[src/rtl/jk_pkg.sv]
// Shared JK flip-flop command encoding, {J,K}, used by jk_cell and the counter's J/K decode.
package jk_pkg;

  typedef enum logic [1:0] {
    JK_HOLD   = 2'b00,
    JK_RESET  = 2'b01,
    JK_SET    = 2'b10,
    JK_TOGGLE = 2'b11
  } jk_cmd_t;

endpackage

[src/rtl/jk_cell.sv]
// Single JK storage cell with synchronous active-high reset to 0; holds only the JK truth table.
module jk_cell (
  input  logic clk,
  input  logic rst,
  input  logic j,
  input  logic k,
  output logic q,
  output logic qbar
);
  import jk_pkg::*;

  logic q_q;
  logic q_d;

  always_comb begin
    q_d = q_q;
    case (jk_cmd_t'({j, k}))
      JK_HOLD:   q_d = q_q;
      JK_RESET:  q_d = 1'b0;
      JK_SET:    q_d = 1'b1;
      JK_TOGGLE: q_d = ~q_q;
    endcase
  end

  always_ff @(posedge clk) begin
    if (rst) q_q <= 1'b0;
    else     q_q <= q_d;
  end

  assign q    = q_q;
  assign qbar = ~q_q;

endmodule

[src/rtl/jk_mod_counter.sv]
// Modulo-MODULUS counter built from WIDTH JK cells; J/K per bit are decoded here.
// Define JK_CNT_DOWN_EN to enable down counting via the up port (default build counts up only).
module jk_mod_counter #(
  parameter int WIDTH   = 4,
  parameter int MODULUS = 10
) (
  input  logic             clk,
  input  logic             rst,
  input  logic             en,
  input  logic             load,
  input  logic [WIDTH-1:0] d,
  input  logic             up,
  output logic [WIDTH-1:0] q,
  output logic [WIDTH-1:0] qbar,
  output logic             tc
);
  import jk_pkg::*;

  localparam logic [WIDTH:0]   MOD_EXT = (WIDTH+1)'(MODULUS);
  localparam logic [WIDTH-1:0] MAX_VAL = WIDTH'(MODULUS - 1);

  logic [WIDTH-1:0] j;
  logic [WIDTH-1:0] k;
  logic [WIDTH-1:0] next_count;
  logic             q_legal;
  logic             wrap_pt;

`ifndef JK_CNT_DOWN_EN
  logic unused_up;
  assign unused_up = up;
`endif

  // The wanted next count only selects which cells toggle; every bit still updates through its JK cell.
  always_comb begin
    q_legal = ({1'b0, q} < MOD_EXT);
`ifdef JK_CNT_DOWN_EN
    if (!q_legal)        next_count = '0;
    else if (up)         next_count = (q == MAX_VAL) ? '0 : q + WIDTH'(1);
    else                 next_count = (q == '0) ? MAX_VAL : q - WIDTH'(1);
    wrap_pt = up ? (q == MAX_VAL) : (q == '0);
`else
    next_count = (!q_legal || q == MAX_VAL) ? '0 : q + WIDTH'(1);
    wrap_pt    = (q == MAX_VAL);
`endif

    j = '0;
    k = '0;
    if (load) begin
      if ({1'b0, d} < MOD_EXT) begin
        j = d;
        k = ~d;
      end else begin
        j = '0;
        k = '1;
      end
    end else if (en) begin
      j = next_count ^ q;
      k = next_count ^ q;
    end
  end

  assign tc = en && !load && !rst && wrap_pt;

  for (genvar i = 0; i < WIDTH; i++) begin : g_cell
    jk_cell u_cell (
      .clk  (clk),
      .rst  (rst),
      .j    (j[i]),
      .k    (k[i]),
      .q    (q[i]),
      .qbar (qbar[i])
    );
  end

endmodule

[config.mk]
export PLATFORM = sky130hd
export DESIGN_NAME = jk_mod_counter
export DESIGN_NICKNAME = d
export VERILOG_FILES = /design/src/rtl/jk_pkg.sv /design/src/rtl/jk_cell.sv /design/src/rtl/jk_mod_counter.sv
export SDC_FILE = /design/constraint.sdc
export NUM_CORES = 1
export LEC_CHECK = 0
export ABC_AREA = 0
export CORE_AREA = 2 2 39 41
export DETAILED_ROUTE_END_ITERATION = 10
export DIE_AREA = 0 0 41 43
export MAX_ROUTING_LAYER = met4
export SKIP_LAST_GASP = 1
export SLEW_MARGIN = 5
export SYNTH_ARGS = -nofsm -noshare
export SYNTH_HDL_FRONTEND = slang
export SYNTH_SLANG_ARGS = --single-unit
[constraint.sdc]
create_clock -name clk -period 1.8 [get_ports clk]
set_input_delay 0.27 -clock clk [delete_from_list [all_inputs] [get_ports clk]]
set_output_delay 0.27 -clock clk [all_outputs]
set_load 0.1 [all_outputs]
### Word-level counts from Yosys, hierarchy flattened

Cells that the tools add are included.

| storage, ports and cells | value |
|---|---|
| register bits after elaboration | 4 |
| word-level logic and storage cells | 47 |

| cells by class | value |
|---|---|
| $add $sub $neg | 1 |
| order comparisons | 2 |
| eq/ne operators | 13 |
| muxes and demuxes | 10 |
| bitwise gates (word level) | 6 |
| reductions and logical operators | 11 |

Operators with widths:

| cell | number |
|---|---|
| $mux 4 | 6 |
| $eq 2x2->1 const B | 8 |
| $pmux 1 s3 | 4 |
| $eq 2x1->1 const B | 4 |
| $logic_not 2->1 | 4 |
| $lt 4x4->1 const B | 2 |
| $add 4x1->4 const B | 1 |
| $eq 4x4->1 const B | 1 |
| $not 1->1 | 4 |
| $not 4->4 | 1 |
| $xor 4x4->4 | 1 |
| $logic_and 1x1->1 | 3 |
| $logic_not 1->1 | 3 |
| $logic_or 1x1->1 | 1 |

### Logic depth before layout (Yosys ltp)

| depth | value |
|---|---|
| word-level depth | 9 |
| mapped depth | 4 |
| gate-level depth less buffers | 3 |

### Cells and area by module

From an unflattened synthesis, not the netlist that was laid out.

| second synthesis, totals | value |
|---|---|
| cell total of the unflattened synthesis | 46 |
| area total of the unflattened synthesis | 332.8 sq um |

Modules (own cells, without submodules):

| module | times used | cells an instance | area an instance (sq um) |
|---|---|---|---|
| jk_mod_counter | 1 | 30 | 192.7 |
| jk_cell | 4 | 4 | 35.0 |

### Worst setup path before layout

No wires, ideal clock.

| timing | value |
|---|---|
| path type | in2out |
| from | in load |
| to | out tc |
| arrival | 2.291 ns |
| data required time | 1.530 ns |
| slack | -0.761 ns |
| stages on the path | 3 |
| path through | buf_6 > nor3_1 > nor4b_2 |

| on the way | value |
|---|---|
| longest elaborated chain between the ends | 4 |

RTL lines:

| item | line | RTL |
|---|---|---|
| start, declared | jk_mod_counter.sv:10 | `input logic load,` |
| $logic_not 1->1 | jk_mod_counter.sv:62 | `assign tc = en && !load && !rst && wrap_pt;` |
| $logic_and 1x1->1 (3 in series) | jk_mod_counter.sv:62 |  |
| end, declared | jk_mod_counter.sv:15 | `output logic tc` |

No other way between the ends.

### Worst setup path after layout

| timing | value |
|---|---|
| from | in rst |
| to | out tc |

| on the way | value |
|---|---|
| longest elaborated chain between the ends | 3 |

RTL lines:

| item | line | RTL |
|---|---|---|
| start, declared | jk_mod_counter.sv:8 | `input logic rst,` |
| $logic_not 1->1 | jk_mod_counter.sv:62 |  |
| $logic_and 1x1->1 (2 in series) | jk_mod_counter.sv:62 |  |

No other way between the ends.

==> metrics.md <==
| Metric | Value |
|---|---|
| Internal power | 0.244 mW |
| Die H | approximately 43 microns |
| Crit end category | output pin |
| Sw frac | 0.414 |
| Starting density of the core | 0.259 |
| Worst R2R Start | g_cell[1].u_cell.q$_SDFFE_PP0P_ |
| Fin cells | 74 |
| Cell area after synthesis | 358 sq um |
| Reg area | just over 80 sq um |
| Ant diodes | 0 |
| Sequential power share | 0.267 |
| Final RePlAce weighted congestion | 0.751 |
| Hold crit path type | reg -> reg |
| Core area | 0.00138 sq mm |
| RSZ-0062 raised after global routing | false |
| Crit path time final | 1690 ps |
| Tcrit/Tclk final | 0.939 |
| Synth Warn # | 0 |
| First-pass DRT Iterations | 4 |
| Global-route wire length before repair | 1490 microns |
| DIE AREA | between 0.0015 and 0.002 sq mm |
| Via density | 5.19 |
| P&R area growth vs syn | 75.2% |
| Routed WL per cell | 11.9 microns |
| Cells after DPL | 71 |
| CP Class | in -> out |
| Fill cell total of the finished layout | 137 |
| Crit-path slowest cell | clkdlybuf4s50_1 |
| DRC violations left | 0 |
| PnR Total Power | 0.417 mW |
| Maximum clock rate | 591 MHz |
| Status | completed |
| Leakage power | 0.237 nW |
| Footprint of the multi-input gates | 206 sq um |
| Switching pwr | 0.172 mW |
| Number of synthesized register bits | 4 |
| Total grt overflow | 0 |
| DP HPWL | 664 microns |
| Routed Antenna Nets | 0 |
| Initial antenna violation count | 0 |
| Setup Buffers After CTS | 0 |
| Site Rows | 14 |
| CTS tree | built |
| CP Data Required Time | between 1500 and 2000 ps |
| Clock Sinks | 4 |
| Clk root buf | clkbuf_4 |
| Via count | 384 |
| Max incr delay on CP | 460 ps |
| Gate power share | 0.466 |
| Cell area after layout | 627 sq um |
| Synth unique cells | 22 |
| Largest area contributor in the netlist | dfxtp_1 |
| Min-delay src | g_cell[2].u_cell.q$_SDFFE_PP0P_ |
| Top cells by area, synth | dfxtp_1 (22%), buf_4 (17%), nand4_1 (7.0%) |
| Global Route Usage Sum | 0.132 |
| Largest net degree at the start of global routing | 10 |
| Max-Slew Margin vs Limit | 0.735 |
| Layout cell share with drive strength beyond 1 | 0.397 |
| Hold Slack | 551 ps |
| Final hold violations | 0 |
| Worst Clk Skew | ~2.8 ps |
| PostCTS Resize Cnt | 0 |
| Post-Place Worst Slack | ~110 ps |
| Sequential-to-total area share from yosys stat | 0.224 |
| Setup ws final | 109 ps |
| Synthesized area per cell | 7.95 sq um |
| DRT iter0 DRCs | 6 |
| Final setup fails | 0 |
| Max Fanout on Critical Path | 2 |
| PwrDens | 665 mW/mm^2 |
| Worst Max-Slew Pin Slew | 397 ps |
| Max reg flops | 4 |
| Slew Limit Fails | 0 |
| IO buf count | 16 |
| Vias in the first global route | 342 |
| DP Area | roughly 600 sq um |
| Chip width | 41 microns |
| Num ports | 18 |
| Worst VDD drop | 0.333 mV |
| Layout Utilization | 0.453 |
| CP Launch Point | rst |
| Max-cap violations | 0 |
| Routed WL | a little under 900 microns |
| Setup TNS | 0 ps |
| H-tree depth | 1 |
| Net Count, Synth | 54 |
| Nets@finish | between 60 and 70 |
| Post-Synthesis Cells | 45 |
| Critical path launch point type | input pin |
| CTS Hold Bufs | 0 |
| Yosys top cell area share | 0.224 |
| Clk_lat worst skew | 230 ps |
| CTS Buf Count | 3 |
| Clock Tree Buf Depth | 2 |
| Crit path arrival time | 1420 ps |
| Clk slew on worst S/H paths | approximately 40 ps |
| Crit-path cells | clkdlybuf4s50_1, nor3_4, nor4b_4, buf_12 |
| Clock power frac | 0.268 |
## cell families after synthesis
group | share of synthesized area
and+or+nand+nor | 0.332
AOI/OAI and AO/OA | 0.182
buffers and inverters | 0.262
DFF | 0.224
## cell usage after synthesis
cell type  count
buf_6          1
nor3_1         1
nor4_2         1
nor4_1         1
o21ai_0        2
o31a_1         1
o21a_1         1
a311oi_2       1
buf_4          8
nand4_1        4
o211ai_1       1
nor4b_2        1
nand2_1        2
nand4b_1       1
nor2_1         3
inv_1          6
a21boi_0       1
dfxtp_1        4
nand3b_1       1
nand3_1        2
a311oi_1       1
nand3_2        1
## final timing paths
check                                    end  slack (ps)  cells after the start
max                                       tc         110                      4
min          g_cell[2].u_cell.q$_SDFFE_PP0P_         550                      2
max reg2reg  g_cell[3].u_cell.q$_SDFFE_PP0P_         640                      3
min reg2reg  g_cell[2].u_cell.q$_SDFFE_PP0P_         550                      2
## power groups by stage
stage                     registers, mW  logic, mW  clock network [mW]
after CTS                         0.111      0.194               0.119
after detailed placement          0.113      0.194                   0
after global routing              0.112      0.202               0.126
final                             0.111      0.194               0.111
after global placement            0.113      0.194                   0
after floorplan                   0.106      0.134                   0
## critical path: cells and delay by family
kind                   cells  cell delay, ps
buffers and inverters      2             680
AND/OR/NAND/NOR            2             470
## area by class of cell
class / instances / share of cell area
clock buffers: 3 / 0.0359
multi-input cells: 26 / 0.329
inverters: 6 / 0.0359
well taps: 16 / 0.0319
flip-flops and latches: 4 / 0.132
repair buffers: 19 / 0.435
## placed cells by master, fill, tap and decap left out, types with 2 or more instances in the layout
| cell | n |
|---|---|
| buf_12 | 9 |
| clkdlybuf4s50_1 | 7 |
| inv_1 | 6 |
| nand4_1 | 4 |
| nor2_1 | 3 |
| clkbuf_4 | 3 |
| buf_4 | 3 |
| nand3_1 | 2 |
| o21ai_0 | 2 |
| dfxtp_2 | 2 |
| dfxtp_1 | 2 |
## metal layers
metal | share of wire | vias to the layer above | wire [microns] | global-route usage
met2 | 0.46 | 20 | 405 | 0.163
met4 | 0.010 | 0 | 9 | 0.0600
met1 | 0.45 | 178 | 393 | 0.176
met5 | 0 | - | 0 | -
li1 | - | 184 | - | -
met3 | 0.083 | 2 | 73 | 0.0628
No activity file was read; power rests on OpenSTA's default activity.
==> RTL edit 1: new RTL, same settings <==
Set the parameter `WIDTH` to 6 (it was 4).
--- a/src/rtl/jk_mod_counter.sv
+++ b/src/rtl/jk_mod_counter.sv
@@ -1,7 +1,7 @@
 // Modulo-MODULUS counter built from WIDTH JK cells; J/K per bit are decoded here.
 // Define JK_CNT_DOWN_EN to enable down counting via the up port (default build counts up only).
 module jk_mod_counter #(
-  parameter int WIDTH   = 4,
+  parameter int WIDTH   = 6,
   parameter int MODULUS = 10
 ) (
   input  logic             clk,
Interface: changed (resized d, q and qbar); port bits go from 18 to 24. The function was not compared with the original's and may differ.
==> RTL edit 1 against the unedited design <==
  * Clock power rose by 6%
  * Cell area rose by 25%
  * Synthesized area up 31%
  * Total power rose by 27%
  * Worst setup slack improved by 0.0089 ns
  * Core utilization grew 11 points
  * First-iteration DRC count is 83% higher
  * Routed wire length is 13% higher
  * Sequential cell count increased by 2
  * Largest power group unchanged
  * Highest routed layer unchanged
==> RTL edit 1: results (changes against the unedited design) <==
Placement
The post-place setup slack is 0.104 ns (-0.00611 ns). The total of buffers placed on input and output ports is 22 (+6). The HPWL after detailed placement was 863 um (+30%).

Power
The flip-flop and latch power is 0.000159 W (+43%). The leakage component of the power is 0.306 nW (+29%). The clock network power share came to 0.222 (-0.046). The worst supply voltage drop on vdd is 0.365 mV (+9.9%).

Worst setup path
The beginning of the worst register-to-register path is g_cell[5].u_cell.q. The top fanout value on the critical path is 4 (+2). The largest stage delay on the critical path came to 0.48 ns (+0.02 ns). The flop-to-flop setup slack is 0.60 ns (-0.04 ns).

In this run the worst setup path begins at en.

STA
The tightest hold margin is 0.549 ns (-0.00214 ns). The maximum clock skew at final layout is 0.00427 ns (+0.00143 ns). The period utilization is 0.935 (-0.00495). The slew at the pin closest to its max-slew limit came to 0.333 ns (-0.0647 ns).

Outcome
The run finished with clean final reports.

Global routing
The maximum number of pins on one net before global-route repair is 9 (-1). The routing usage on met1 is 0.197 (+0.0211). The overall track demand over capacity in global routing is 0.154 (+0.0221).

Drt
The met2 wirelength from detailed routing was 504 um (+24%). The routed via count divided by cell count is 4.98 (-4.1%). The mean routed wirelength per cell came to 11.1 um (-6.8%).

The final wirelength is 999 um (+13%). The met3 layer wire length in the routed design is 40 um (-45%). The violation count after the first detailed-route iteration is 11 (+5).

Synth
The number of different library cells in the post-synthesis netlist came to 23 (+4.5%). By count the netlist is led by sky130_fd_sc_hd__buf_4 (12), sky130_fd_sc_hd__dfxtp_1 (6), sky130_fd_sc_hd__inv_1 (6), sky130_fd_sc_hd__nor2_1 (6), sky130_fd_sc_hd__nand3_1 (4). Sorting the synthesized cells by area gives the leading types as sky130_fd_sc_hd__dfxtp_1 (26%), sky130_fd_sc_hd__buf_4 (19%), sky130_fd_sc_hd__a221oi_2 (6.4%).

Worst hold path
The end of the worst hold path is g_cell[4].u_cell.q.

Final layout
The final layout net count is 87 (+26%). The number of flip-flops under the largest register name is 6 (+2). The share of post-route cells with drive strength above 1 is 0.311 (-0.0857).
==> RTL edit 1: changes by cell type after synthesis, sizes merged, moves of 2 or more <==
cell and change:
dfxtp +2, a31oi +2, nor2 +3, and2 +2, a221oi +3, nand4 -4, buf +4, a21oi +3
==> RTL edit 1: kinds of logic (layout without fill, tap and decap cells) <==
kind of cell / Yosys count / in the layout / synth area share
buffers and inverters: 19 / 34 / 0.264
flip-flops: 6 / 6 / 0.256
AND/OR/NAND/NOR: 21 / 21 / 0.264
AO/OA/AOI/OAI: 13 / 13 / 0.216
==> RTL edit 1: area by class of cell <==
| class | instances | area, um^2 |
|---|---|---|
| Fill cell | 117 | 601 |
| Inverter | 6 | 22.5 |
| Clock buffer | 3 | 22.5 |
| Sequential cell | 6 | 120 |
| Timing Repair Buffer | 25 | 373 |
| Multi-Input combinational cell | 34 | 225 |
| Tap cell | 16 | 20.0 |
==> RTL edit 2: new RTL, same flow settings <==
Without the edit above. Make the reset (`rst`) asynchronous in one clocked block. Comments in the files are not updated.
--- a/src/rtl/jk_cell.sv
+++ b/src/rtl/jk_cell.sv
@@ -22,7 +22,7 @@
     endcase
   end
 
-  always_ff @(posedge clk) begin
+  always_ff @(posedge clk or posedge rst) begin
     if (rst) q_q <= 1'b0;
     else     q_q <= q_d;
   end
Check against the original RTL: differs if rst is asserted again (counterexample within 4 cycles, from zero or initial values and one cycle with rst high); with rst held inactive, the same outputs for 10 cycles.
==> RTL edit 2 against the unedited design <==
  * Routed wire length fell by 5.8%
  * Cell area is 1.8% higher
  * Worst setup slack got worse by 0.086 ns
  * Maximum frequency shrank 4.8%
  * Synthesized cell count fell by 2.2%
  * Total power up 26%
  * Non-clock buffer count is 3 higher
  * Sequential cell count unchanged
  * Register-to-register slack got worse by 0.24 ns
  * Via count fell by 6.8%
  * Synthesized area decreased by 1.4%
  * Critical path type is now register to primary output
  * Hold slack got worse by 0.23 ns
==> RTL edit 2: results (changes against the unedited design) <==
Power
The worst supply voltage drop on vdd is 0.284 mV (-14%). The internal power consumption was 0.000288 W (+18%). The leakage component of the power was 0.284 nW (+20%).

Global routing
The overall track demand over capacity in global routing is 0.130 (-0.00202). The number of global-route vias before repair is 326 (-4.7%). The routing usage on met1 was 0.178 (+0.00135). The global-route wire length before repair is 1500 um (+0.47%).

Drt
The mean routed wirelength per cell is 10.9 um (-8.3%). The met3 layer wire length in the routed design is 66 um (-9.6%). The length of the first detailed-routing pass in iterations came to 2 (-2).

The routed via count divided by cell count came to 4.71 (-9.2%). The violation count after the first detailed-route iteration came to 10 (+4). The highest metal layer used by the detailed router is met3. The met2 wirelength from detailed routing is 403 um (-0.49%).

Worst setup path
The flop-to-flop setup slack is 0.40 ns (-0.24 ns). Grouping stages by cell kind, the critical path spends the most delay in simple AND/OR/NAND/NOR gates. In this run the critical register-to-register path is captured at g_cell[2].u_cell.q.

The data arrival time of the critical path is 1.51 ns (+0.09 ns). The largest stage delay on the critical path came to 0.55 ns (+0.09 ns). For this design, the slowest cell found on the critical path is sky130_fd_sc_hd__or4_4. The startpoint identified for the worst register-to-register timing path is g_cell[0].u_cell.q.

Synth
The number of different library cells in the post-synthesis netlist came to 20 (-9.1%). The sequential fraction of the synthesis area is 0.284 (+0.0599). The dominant synthesized flop cell is sky130_fd_sc_hd__dfrtp_1.

The commonest cells after synthesis are sky130_fd_sc_hd__buf_4 (9), sky130_fd_sc_hd__inv_1 (5), sky130_fd_sc_hd__dfrtp_1 (4), sky130_fd_sc_hd__nand2_1 (4), sky130_fd_sc_hd__o21ai_0 (4). The synthesized net count was 53 (-1.9%). By area the synthesized netlist is led by sky130_fd_sc_hd__dfrtp_1 (28%), sky130_fd_sc_hd__buf_4 (19%), sky130_fd_sc_hd__o21ai_0 (5.7%).

Placement
The post-place instance area is 612 um^2 (+1.2%). The final weighted congestion in routability-driven placement is 0.750 (about the same).

Clock tree
The clock transition time at the flip-flop clock pins of the worst setup and hold paths is 0.04 ns (about the same).

Outcome
The flow ran to the end, and the final reports show no timing, DRC or antenna violations.

STA
The maximum clock skew at final layout is 0.00220 ns (-0.000637 ns).

Worst hold path
The path category of the worst min-delay check is input port to async pin.

Final layout
The final layout net count is 71 (+2.9%).
RTL edit 2: power by group through the flow:
stage                     clock, W  sequential [W]  combinational, W
final                     0.000107        0.000110          0.000310
after global routing      0.000120        0.000111          0.000324
after CTS                 0.000113        0.000109          0.000310
after detailed placement         0        0.000111          0.000310
after global placement           0        0.000110          0.000309
after floorplan                  0        0.000113          0.000203
RTL edit 2: worst min-delay path by stage:
stage	from	endpoint	slack [ns]	cells after the start
after floorplan	rst	g_cell[0].u_cell.q	0.04	1
after detailed placement	rst	g_cell[3].u_cell.q	0.56	2
after CTS	rst	g_cell[3].u_cell.q	0.32	2
after global routing	rst	g_cell[0].u_cell.q	0.34	2
final	rst	g_cell[1].u_cell.q	0.33	2
after global placement	rst	g_cell[3].u_cell.q	0.56	2
RTL edit 2: what timing repair did:
action	CTS	global route
cloned	0	0
setup endpoints to repair	1	1
gates resized for setup	0	1
RTL edit 2: final cells by class:
type | count | area (um^2) | area share
well taps | 16 | 20.0 | 0.0314
clock buffers | 3 | 22.5 | 0.0353
inverters | 6 | 22.5 | 0.0353
repair buffers | 22 | 295 | 0.463
flip-flops and latches | 4 | 100 | 0.157
multi-input cells | 25 | 178 | 0.278
RTL edit 2: logic make-up after synthesis:
logic type,share of synthesized area
compound gates,0.259
buf+inv,0.255
simple gates,0.202
flops,0.284
RTL edit 2: stage by stage:
stage	TNS (ns)	total power (W)	setup slack, ns	instances
2_1_floorplan	-0.218	0.000316	-0.218	44
5_1_grt	-0.0263	0.000555	-0.0263	76
3_5_place_dp	0	0.000421	0.00133	73
4_1_cts	-0.0287	0.000532	-0.0287	76
6_report	0	0.000526	0.0229	76
3_3_place_gp	0	0.000419	0.00553	73
